[src/rtl/seizure_event_detector.sv]
// Smooths per-window classifier labels with a k-of-n vote and turns them into a
// debounced seizure flag with onset/offset pulses. Optional: SEIZURE_TIMESTAMP_EN.
module seizure_event_detector #(
  parameter int VOTE_LEN          = 8,
  parameter int ON_THRESH         = 6,
  parameter int OFF_THRESH        = 2,
  parameter int MIN_EVENT_WINDOWS = 4,
  parameter int REFRACT_WINDOWS   = 4,
  parameter int CNT_W             = 16,
  localparam int VW               = $clog2(VOTE_LEN+1)
) (
  input  logic             clk,
  input  logic             nrst,
  input  logic             en,
  input  logic             predicted_label,
  output logic             seizure_flag,
  output logic             onset_pulse,
  output logic             offset_pulse,
  output logic [VW-1:0]    vote_count,
  output logic [CNT_W-1:0] window_count,
  output logic [CNT_W-1:0] event_count,
  output logic [CNT_W-1:0] onset_window
);

  localparam int DW = $clog2(MIN_EVENT_WINDOWS+1);
  localparam int RW = (REFRACT_WINDOWS < 1) ? 1 : $clog2(REFRACT_WINDOWS+1);

  localparam logic [VW-1:0] FILL_FULL = VW'(VOTE_LEN);
  localparam logic [VW-1:0] ON_TH     = VW'(ON_THRESH);
  localparam logic [VW-1:0] OFF_TH    = VW'(OFF_THRESH);
  localparam logic [DW-1:0] DWELL_MAX = DW'(MIN_EVENT_WINDOWS);
  localparam logic [RW-1:0] REF_INIT  = RW'(REFRACT_WINDOWS);
  localparam logic [RW-1:0] REF_ONE   = RW'(1);

  typedef enum logic [1:0] {NORMAL, SEIZURE, REFRACTORY} state_t;

  state_t            state, state_nxt;
  logic [VOTE_LEN-1:0] hist, hist_nxt;
  logic [VW-1:0]     vote_nxt;
  logic [VW-1:0]     fill, fill_nxt;
  logic [DW-1:0]     dwell, dwell_nxt, dwell_inc;
  logic [RW-1:0]     ref_cnt, ref_nxt;
  logic              onset, offset;
  logic [CNT_W-1:0]  win_nxt;

  // window index this edge would report; also the onset timestamp source
  assign win_nxt = (&window_count) ? window_count : window_count + 1'b1;

  always_ff @(posedge clk or negedge nrst) begin
    if (!nrst) state <= NORMAL;
    else       state <= state_nxt;
  end

  always_comb begin
    state_nxt = state;
    hist_nxt  = hist;
    vote_nxt  = vote_count;
    fill_nxt  = fill;
    dwell_nxt = dwell;
    dwell_inc = (dwell == DWELL_MAX) ? dwell : dwell + 1'b1;
    ref_nxt   = ref_cnt;
    onset     = 1'b0;
    offset    = 1'b0;
    if (en) begin
      // oldest label sits in the MSB; vote tracks the shift incrementally
      hist_nxt = {hist[VOTE_LEN-2:0], predicted_label};
      vote_nxt = vote_count + VW'(predicted_label) - VW'(hist[VOTE_LEN-1]);
      fill_nxt = (fill == FILL_FULL) ? fill : fill + 1'b1;
      case (state)
        NORMAL: begin
          if (fill_nxt == FILL_FULL && vote_nxt >= ON_TH) begin
            state_nxt = SEIZURE;
            onset     = 1'b1;
            dwell_nxt = '0;
          end
        end
        SEIZURE: begin
          dwell_nxt = dwell_inc;
          if (dwell_inc >= DWELL_MAX && vote_nxt <= OFF_TH) begin
            offset  = 1'b1;
            ref_nxt = REF_INIT;
            state_nxt = (REFRACT_WINDOWS == 0) ? NORMAL : REFRACTORY;
          end
        end
        REFRACTORY: begin
          // onset is never evaluated here, even on the final refractory window
          ref_nxt = ref_cnt - 1'b1;
          if (ref_cnt == REF_ONE) state_nxt = NORMAL;
        end
        default: state_nxt = NORMAL;
      endcase
    end
  end

  always_ff @(posedge clk or negedge nrst) begin
    if (!nrst) begin
      hist         <= '0;
      vote_count   <= '0;
      fill         <= '0;
      dwell        <= '0;
      ref_cnt      <= '0;
      seizure_flag <= 1'b0;
      onset_pulse  <= 1'b0;
      offset_pulse <= 1'b0;
      window_count <= '0;
      event_count  <= '0;
    end else begin
      onset_pulse  <= onset;
      offset_pulse <= offset;
      if (en) begin
        hist         <= hist_nxt;
        vote_count   <= vote_nxt;
        fill         <= fill_nxt;
        dwell        <= dwell_nxt;
        ref_cnt      <= ref_nxt;
        seizure_flag <= (state_nxt == SEIZURE);
        window_count <= win_nxt;
        if (onset && !(&event_count)) event_count <= event_count + 1'b1;
      end
    end
  end

`ifdef SEIZURE_TIMESTAMP_EN
  always_ff @(posedge clk or negedge nrst) begin
    if (!nrst)      onset_window <= '0;
    else if (onset) onset_window <= win_nxt;
  end
`else
  assign onset_window = '0;
`endif

endmodule

[config.mk]
export PLATFORM = sky130hd
export DESIGN_NAME = seizure_event_detector
export DESIGN_NICKNAME = d
export VERILOG_FILES = /design/src/rtl/seizure_event_detector.sv
export SDC_FILE = /design/constraint.sdc
export NUM_CORES = 1
export LEC_CHECK = 0
export ABC_AREA = 0
export CORE_UTILIZATION = 53
export DETAILED_ROUTE_END_ITERATION = 16
export GPL_TIMING_DRIVEN = 0
export PLACE_DENSITY = 0.84
export SLEW_MARGIN = 20
export SYNTH_ARGS = -nofsm -noshare
export SYNTH_HDL_FRONTEND = slang
export SYNTH_SLANG_ARGS = --single-unit
[constraint.sdc]
create_clock -name clk -period 2.7 [get_ports clk]
set_input_delay 0.27 -clock clk [delete_from_list [all_inputs] [get_ports clk]]
set_output_delay 0.27 -clock clk [all_outputs]
set_load 0.1 [all_outputs]
* Yosys cells after proc, flatten, opt, wreduce, memory -nomap -nowiden
Index checks and enable logic that the tools add are counted.
** Storage, ports and cells
- Register bits after elaboration :: 59
- Bits of input ports :: 4
- Output and inout bits :: 55
- Logic and storage cells :: 61
** Cells by class
- $add $sub $neg :: 7
- Magnitude comparators :: 3
- Equal/unequal tests :: 9
- Mux-type cells :: 17
- Bitwise operators :: 1
- Reductions and logical operators :: 13
** Operators with widths (number)
- adder 16 x 1 -> 16 bit, second input constant :: 2
- AND reduction 16 bit :: 2
- case mux 3 bit (2 select lines) :: 2
- two-way mux 3 bit :: 3
- == test 4 bit, second input constant :: 2
- two-way mux 2 bit :: 4
- two-way mux 1 bit :: 6
- case mux 2 bit (3 select lines) :: 1
- AND reduction 3 bit :: 2
- adder 4 x 1 -> 4 bit :: 1
- adder 4 x 1 -> 4 bit, second input constant :: 1
- == test 2 x 1 -> 1 bit, second input constant :: 2
- greater-or-equal comparator 4 x 3 -> 1 bit, second input constant :: 1
- <= comparator 4 x 2 -> 1 bit, second input constant :: 1
- two-way mux 4 bit :: 1
- != test 2 bit, second input constant :: 2
- AND reduction 2 bit :: 2
- nonzero test 2 bit :: 2
- subtractor 4 x 1 -> 4 bit :: 1
- adder 3 x 1 -> 3 bit, second input constant :: 1
- == test 3 x 1 -> 1 bit, second input constant :: 1
- == test 3 bit, second input constant :: 1
- greater-or-equal comparator 3 bit, second input constant :: 1
- logical AND 1 bit :: 3
- other kinds (5) :: 5

* Longest topological paths before layout
- Depth after elaboration :: 9
- Gate-level depth with buffers :: 12
- Depth with buffers taken out :: 11

* Least setup slack after synthesis
OpenSTA, ideal clock, no wires.
- Kind :: reg2reg
- Start point :: reg vote_count[0]
- End point :: reg event_count[1]
- Setup time :: 128 ps
- Arrival time :: 2974 ps
- Data required time :: 2572 ps
- Setup slack :: -402 ps
- Cell stages (with the launch flop) :: 12
- Buffers on the path :: 0
- Clock period less this slack :: 3102 ps
- Path through :: dfrtp_1 inv_1 ha_1 inv_1 ha_1 inv_1 fa_1 xor2_1 nor2_1 nor3_4 nor3_2 mux2_1
** On the way
- Word-level cells in the longest chain between the ends :: 9
** RTL lines
- from (decl) :: line 19 : output logic [VW-1:0] vote_count,
- from (signal assigned) :: line 112 : vote_count <= vote_nxt;
- adder 4 x 1 -> 4 bit :: line 67 : vote_nxt = vote_count + VW'(predicted_label) - VW'(hist[VOTE_LEN-1]);
- subtractor 4 x 1 -> 4 bit :: line 67
- greater-or-equal comparator 4 x 3 -> 1 bit :: line 71 : if (fill_nxt == FILL_FULL && vote_nxt >= ON_TH) begin
- logical AND 1 bit :: line 71
- two-way mux 1 bit :: line 71
- two-way mux 1 bit :: line 69 : case (state)
- two-way mux 1 bit :: line 64 : if (en) begin
- logical AND 1 bit :: line 118 : if (onset && !(&event_count)) event_count <= event_count + 1'b1;
- AND reduction 2 bit (no source line)
- to (signal assigned) :: line 118
- to (decl) :: line 21 : output logic [CNT_W-1:0] event_count,
No other way between the ends.
A chain may end at the register's enable or synchronous reset.

* Worst setup path in the final report
- Start point :: reg vote_count[0]
- End point :: reg seizure_flag
** On the way
- Word-level cells in the longest chain between the ends :: 8
- Elaborated cells on any way between the ends :: 11
- Those cells by class :: 2 x add/sub; 2 x order compare; 1 x eq/ne; 4 x mux; 2 x reduce/logical
** RTL lines
- adder 4 x 1 -> 4 bit * :: line 67
- subtractor 4 x 1 -> 4 bit * :: line 67
- <= comparator 4 x 2 -> 1 bit / greater-or-equal comparator 4 x 3 -> 1 bit (equally long branches) :: line 79, 71
- logical AND 1 bit (on tied branches) :: line 79, 71
- two-way mux 2 bit (on tied branches) :: line 79, 71
- case mux 2 bit (3 select lines) * :: line 69
- two-way mux 2 bit * :: line 64
- == test 2 x 1 -> 1 bit * :: line 116 : seizure_flag <= (state_nxt == SEIZURE);
- to (signal assigned) :: line 116
- to (decl) :: line 16 : output logic seizure_flag,
Every way passes the cells marked *; elsewhere a longest branch is shown, timed or not.

==> results_dict.tcl <==
set metrics [dict create \
    met3RoutedLength_microns 247 \
    layout_setup_ws_ns 0.07399 \
    grt_antenna_before_repair 0 \
    pwr-share-clk_pct 17.9 \
    worst_setup_path_start_kind "flop" \
    finalInstanceArea_sq_um 4239 \
    mostFrequentLayoutCell "sky130_fd_sc_hd__dfrtp_1" \
    global_route_congestion_overflow_total 0 \
    critical_path.reg2reg.endpoint "seizure_flag" \
    tritoncts "yes" \
    failed_checks "hold timing" \
    synth.area.top_cells "sky130_fd_sc_hd__dfrtp_1 45%, sky130_fd_sc_hd__xor2_1 5.0%, sky130_fd_sc_hd__xnor2_1 4.8%" \
    start_of_the_worst_register_to_register_path "vote_count[0]" \
    pnr_total_power_uw 5815 \
    ys_async_sr_fraction_pct 100.0 \
    drtIter0Drc 114 \
    post-route-period-util_pct 97.26 \
    critPathCaptureType "flop" \
    outcome "finished, violations left" \
    synth_cells 295 \
    die_h_microns 80.89 \
    floorplan.initialDensity_pct 55.38 \
    maxClockFrequency_mhz 380.8 \
    finalMaxSlewViolations 0 \
    timing.clock.skew_ns 0.01451 \
    worst-endpoint-required_ns 2.90 \
    synth.lib_cells_used.distinct 55 \
    r2r_setup_slack_ns 0.07 \
    layout_min_cycle_time_ns 2.626 \
    synth_top_cell_by_area "sky130_fd_sc_hd__dfrtp_1" \
    setup_viol 0 \
    synth_top_flop_cell "sky130_fd_sc_hd__dfrtp_1" \
    p_sw_share_pct 48.01 \
    place.port_buffers 41 \
    power_internal_uw 3023 \
    antenna-diode-count 0 \
    finalHoldViolCount 4 \
    syn_area_sq_um 3298 \
    synth_edf_count 0 \
    die_area_sq_um 6542 \
    slew_headroom_pct 33.96 \
    viasPerCell 5.464 \
    post_cts_hold_buffer_count 0 \
    cts.sinks 59 \
    globalRouteTotalUtil_pct 21.62 \
    max-cap-violations 0 \
    detailroute.wirelength.met2_microns 3622 \
    io_pins 59 \
    hold_class "primary input to asynchronous set/reset pin" \
    row_count 28 \
    die_boundary_width_microns 80.89 \
    multi_input_comb_area_sq_um 1739 \
    p_per_area_nw_per_um2 1372 \
    post_detailed_route_wirelength_per_cell_microns 15.13 \
    sequential_cell_area_sq_um 1481 \
    cts_made_buffers 9 \
    core_area_sq_um 5956 \
    met1Wirelength_microns 2814 \
    grt_pass1_vias 2356 \
    clock_latency_ns 0.34 \
    path_class "flop to flop" \
    dr.pass1.iters 4 \
    tightestPinTransition_ns 0.9874 \
    drtAntennaViolNets 0 \
    vdd_ir_drop_max_mv 0.9364 \
    placed_area_sq_um 3864 \
    path_clk_slew_ns 0.07 \
    maximum_number_of_pins_on_one_net_before_global_route_repair 60 \
    worst_slack_at_placement_ns -0.07568 \
    finalWeightedCongestion 0.7970 \
    net-switching-power_uw 2792 \
    post_route_cells_drive_above_1_share_pct 23.06 \
    comb_power_share_pct 58.5 \
    detail_route.wirelength_microns 6779 \
    mean_cell_area_of_the_mapped_netlist_sq_um 11.18 \
    detailed_place_hpwl_microns 4518 \
    grt_pass1_wl_microns 10860 \
    worstPathMaxFanout 3 \
    leakage_uw 0.001939 \
    clock-root-buffer "sky130_fd_sc_hd__clkbuf_8" \
    syn_to_final_growth_pct 28.53 \
    reg2reg_depth 11 \
    fin_setup_tns_ns 0 \
    synth_seq_cells 59 \
    nets 385 \
    synth_sequential_area_ratio_pct 44.76 \
    yosysWarnings 0 \
    worst_hold_slack_ns -0.005097 \
    drcViolationCount 0 \
    p_seq_share_pct 23.6 \
    final_cell_mix "57 x sky130_fd_sc_hd__dfrtp_1, 40 x sky130_fd_sc_hd__clkdlybuf4s50_1, 24 x sky130_fd_sc_hd__nand2_1, 23 x sky130_fd_sc_hd__buf_4" \
    ctsHtreeMaxLevel 3 \
    route.vias.total 2448 \
    synth_largest_type_area_fraction_pct 44.76 \
    cp.arrival_ns 2.82 \
    max-clock-path-buffers 2 \
    top_layer "met4" \
    fill_cells 418 \
]
==> cells by family (layout without fill, tap and decap cells) <==
group | Yosys count | count (layout) | synth area share (%)
AO/OA/AOI/OAI | 24 | 24 | 6.108
AND/OR/NAND/NOR | 109 | 109 | 21.97
buffers and inverters | 36 | 99 | 6.411
multiplexers | 15 | 15 | 5.159
other | 1 | 16 | 0.1137
flip-flops | 59 | 59 | 44.76
adder cells (fa/ha/maj) | 13 | 13 | 5.159
XOR/XNOR | 38 | 38 | 10.32
==> metal layers <==
layer,global-route usage [%],vias to the layer above
li1,-,1148
met1,25.89,1226
met2,38.32,62
met3,4.045,12
met4,8.214,0
met5,0,-
==> metrics by stage <==
stage	utilization [%]	cells	hold slack, ns
CTS	69.52	443	0.02141
detailed placement	64.87	426	0.3831
global placement	64.92	426	0.4767
finish	71.18	448	-0.005097
global route	71.18	448	0.05564
floorplan	-	310	-0.02559
==> registers in the layout, summed over array words and instances (netlist names) <==
signal	count
event_count	16
ref_cnt	3
hist	8
fill	4
offset_pulse	1
window_count	16
vote_count	4
state	2
dwell	3
onset_pulse	1
seizure_flag	1
==> cells in the mapped netlist, types with 3 or more instances <==
library cell and instances:
sky130_fd_sc_hd__mux2_2 11, sky130_fd_sc_hd__o21ai_0 7, sky130_fd_sc_hd__nor3_1 6, sky130_fd_sc_hd__nand4_1 12, sky130_fd_sc_hd__dfrtp_1 59, sky130_fd_sc_hd__inv_1 13, sky130_fd_sc_hd__nor4_4 4, sky130_fd_sc_hd__xnor2_1 18
sky130_fd_sc_hd__clkbuf_1 4, sky130_fd_sc_hd__nor2_1 7, sky130_fd_sc_hd__and3_1 10, sky130_fd_sc_hd__nand3_1 12, sky130_fd_sc_hd__buf_4 16, sky130_fd_sc_hd__nor4_1 4, sky130_fd_sc_hd__xor2_1 19, sky130_fd_sc_hd__nor2b_1 4
sky130_fd_sc_hd__and2_1 4, sky130_fd_sc_hd__ha_1 12, sky130_fd_sc_hd__nand2b_1 3, sky130_fd_sc_hd__nand2_1 24, sky130_fd_sc_hd__and4_1 3, sky130_fd_sc_hd__nor3_2 5
==> worst max-delay path by stage <==
stage	start	end	slack, ns	cells after the start
finish	vote_count[0]	seizure_flag	0.07	11
global route	vote_count[0]	seizure_flag	-0.03	11
CTS	vote_count[0]	seizure_flag	0.006	11
detailed placement	vote_count[0]	ref_cnt[0]	-0.08	10
global placement	nrst	vote_count[0]	-0.84	1
floorplan	vote_count[0]	event_count[11]	0.01	12
==> final cells by class <==
class	instances	share of cell area [%]
Sequential cell	59	34.95
Inverter	13	1.151
Clock buffer	12	3.896
Multi-Input combinational cell	215	41.03
Tap cell	75	2.214
Clock inverter	4	2.243
Timing Repair Buffer	47	10.68
Buffer	23	3.837
==> power by group through the flow <==
stage	Combinational (uW)	Clock, uW	Sequential [uW]
finish	3400	1040	1370
global route	3570	1090	1410
CTS	2950	1050	1370
detailed placement	2860	0	1380
global placement	2780	0	1360
floorplan	1560	0	2120
==> worst max-delay path, cell delays in order (launching register included) <==
cell,delay (ns)
sky130_fd_sc_hd__dfrtp_4,0.47
sky130_fd_sc_hd__inv_1,0.08
sky130_fd_sc_hd__ha_1,0.23
sky130_fd_sc_hd__inv_1,0.06
sky130_fd_sc_hd__ha_1,0.15
sky130_fd_sc_hd__inv_1,0.06
sky130_fd_sc_hd__fa_2,0.58
sky130_fd_sc_hd__nand2b_4,0.16
sky130_fd_sc_hd__o2111ai_4,0.15
sky130_fd_sc_hd__mux2_2,0.31
sky130_fd_sc_hd__nor3_2,0.14
sky130_fd_sc_hd__o22ai_1,0.12
==> what timing repair did <==
| item | 4_1_cts | 5_1_grt |
|---|---|---|
| endpoints found under the hold margin | 0 | 0 |
| endpoints found under the setup margin | 5 | 22 |
| gates resized for setup | 1 | 11 |
| buffers inserted | 1 | 4 |
| pin swaps | 1 | 4 |
| gates cloned | 0 | 1 |
Note: power is estimated with default switching activity, not from simulation.
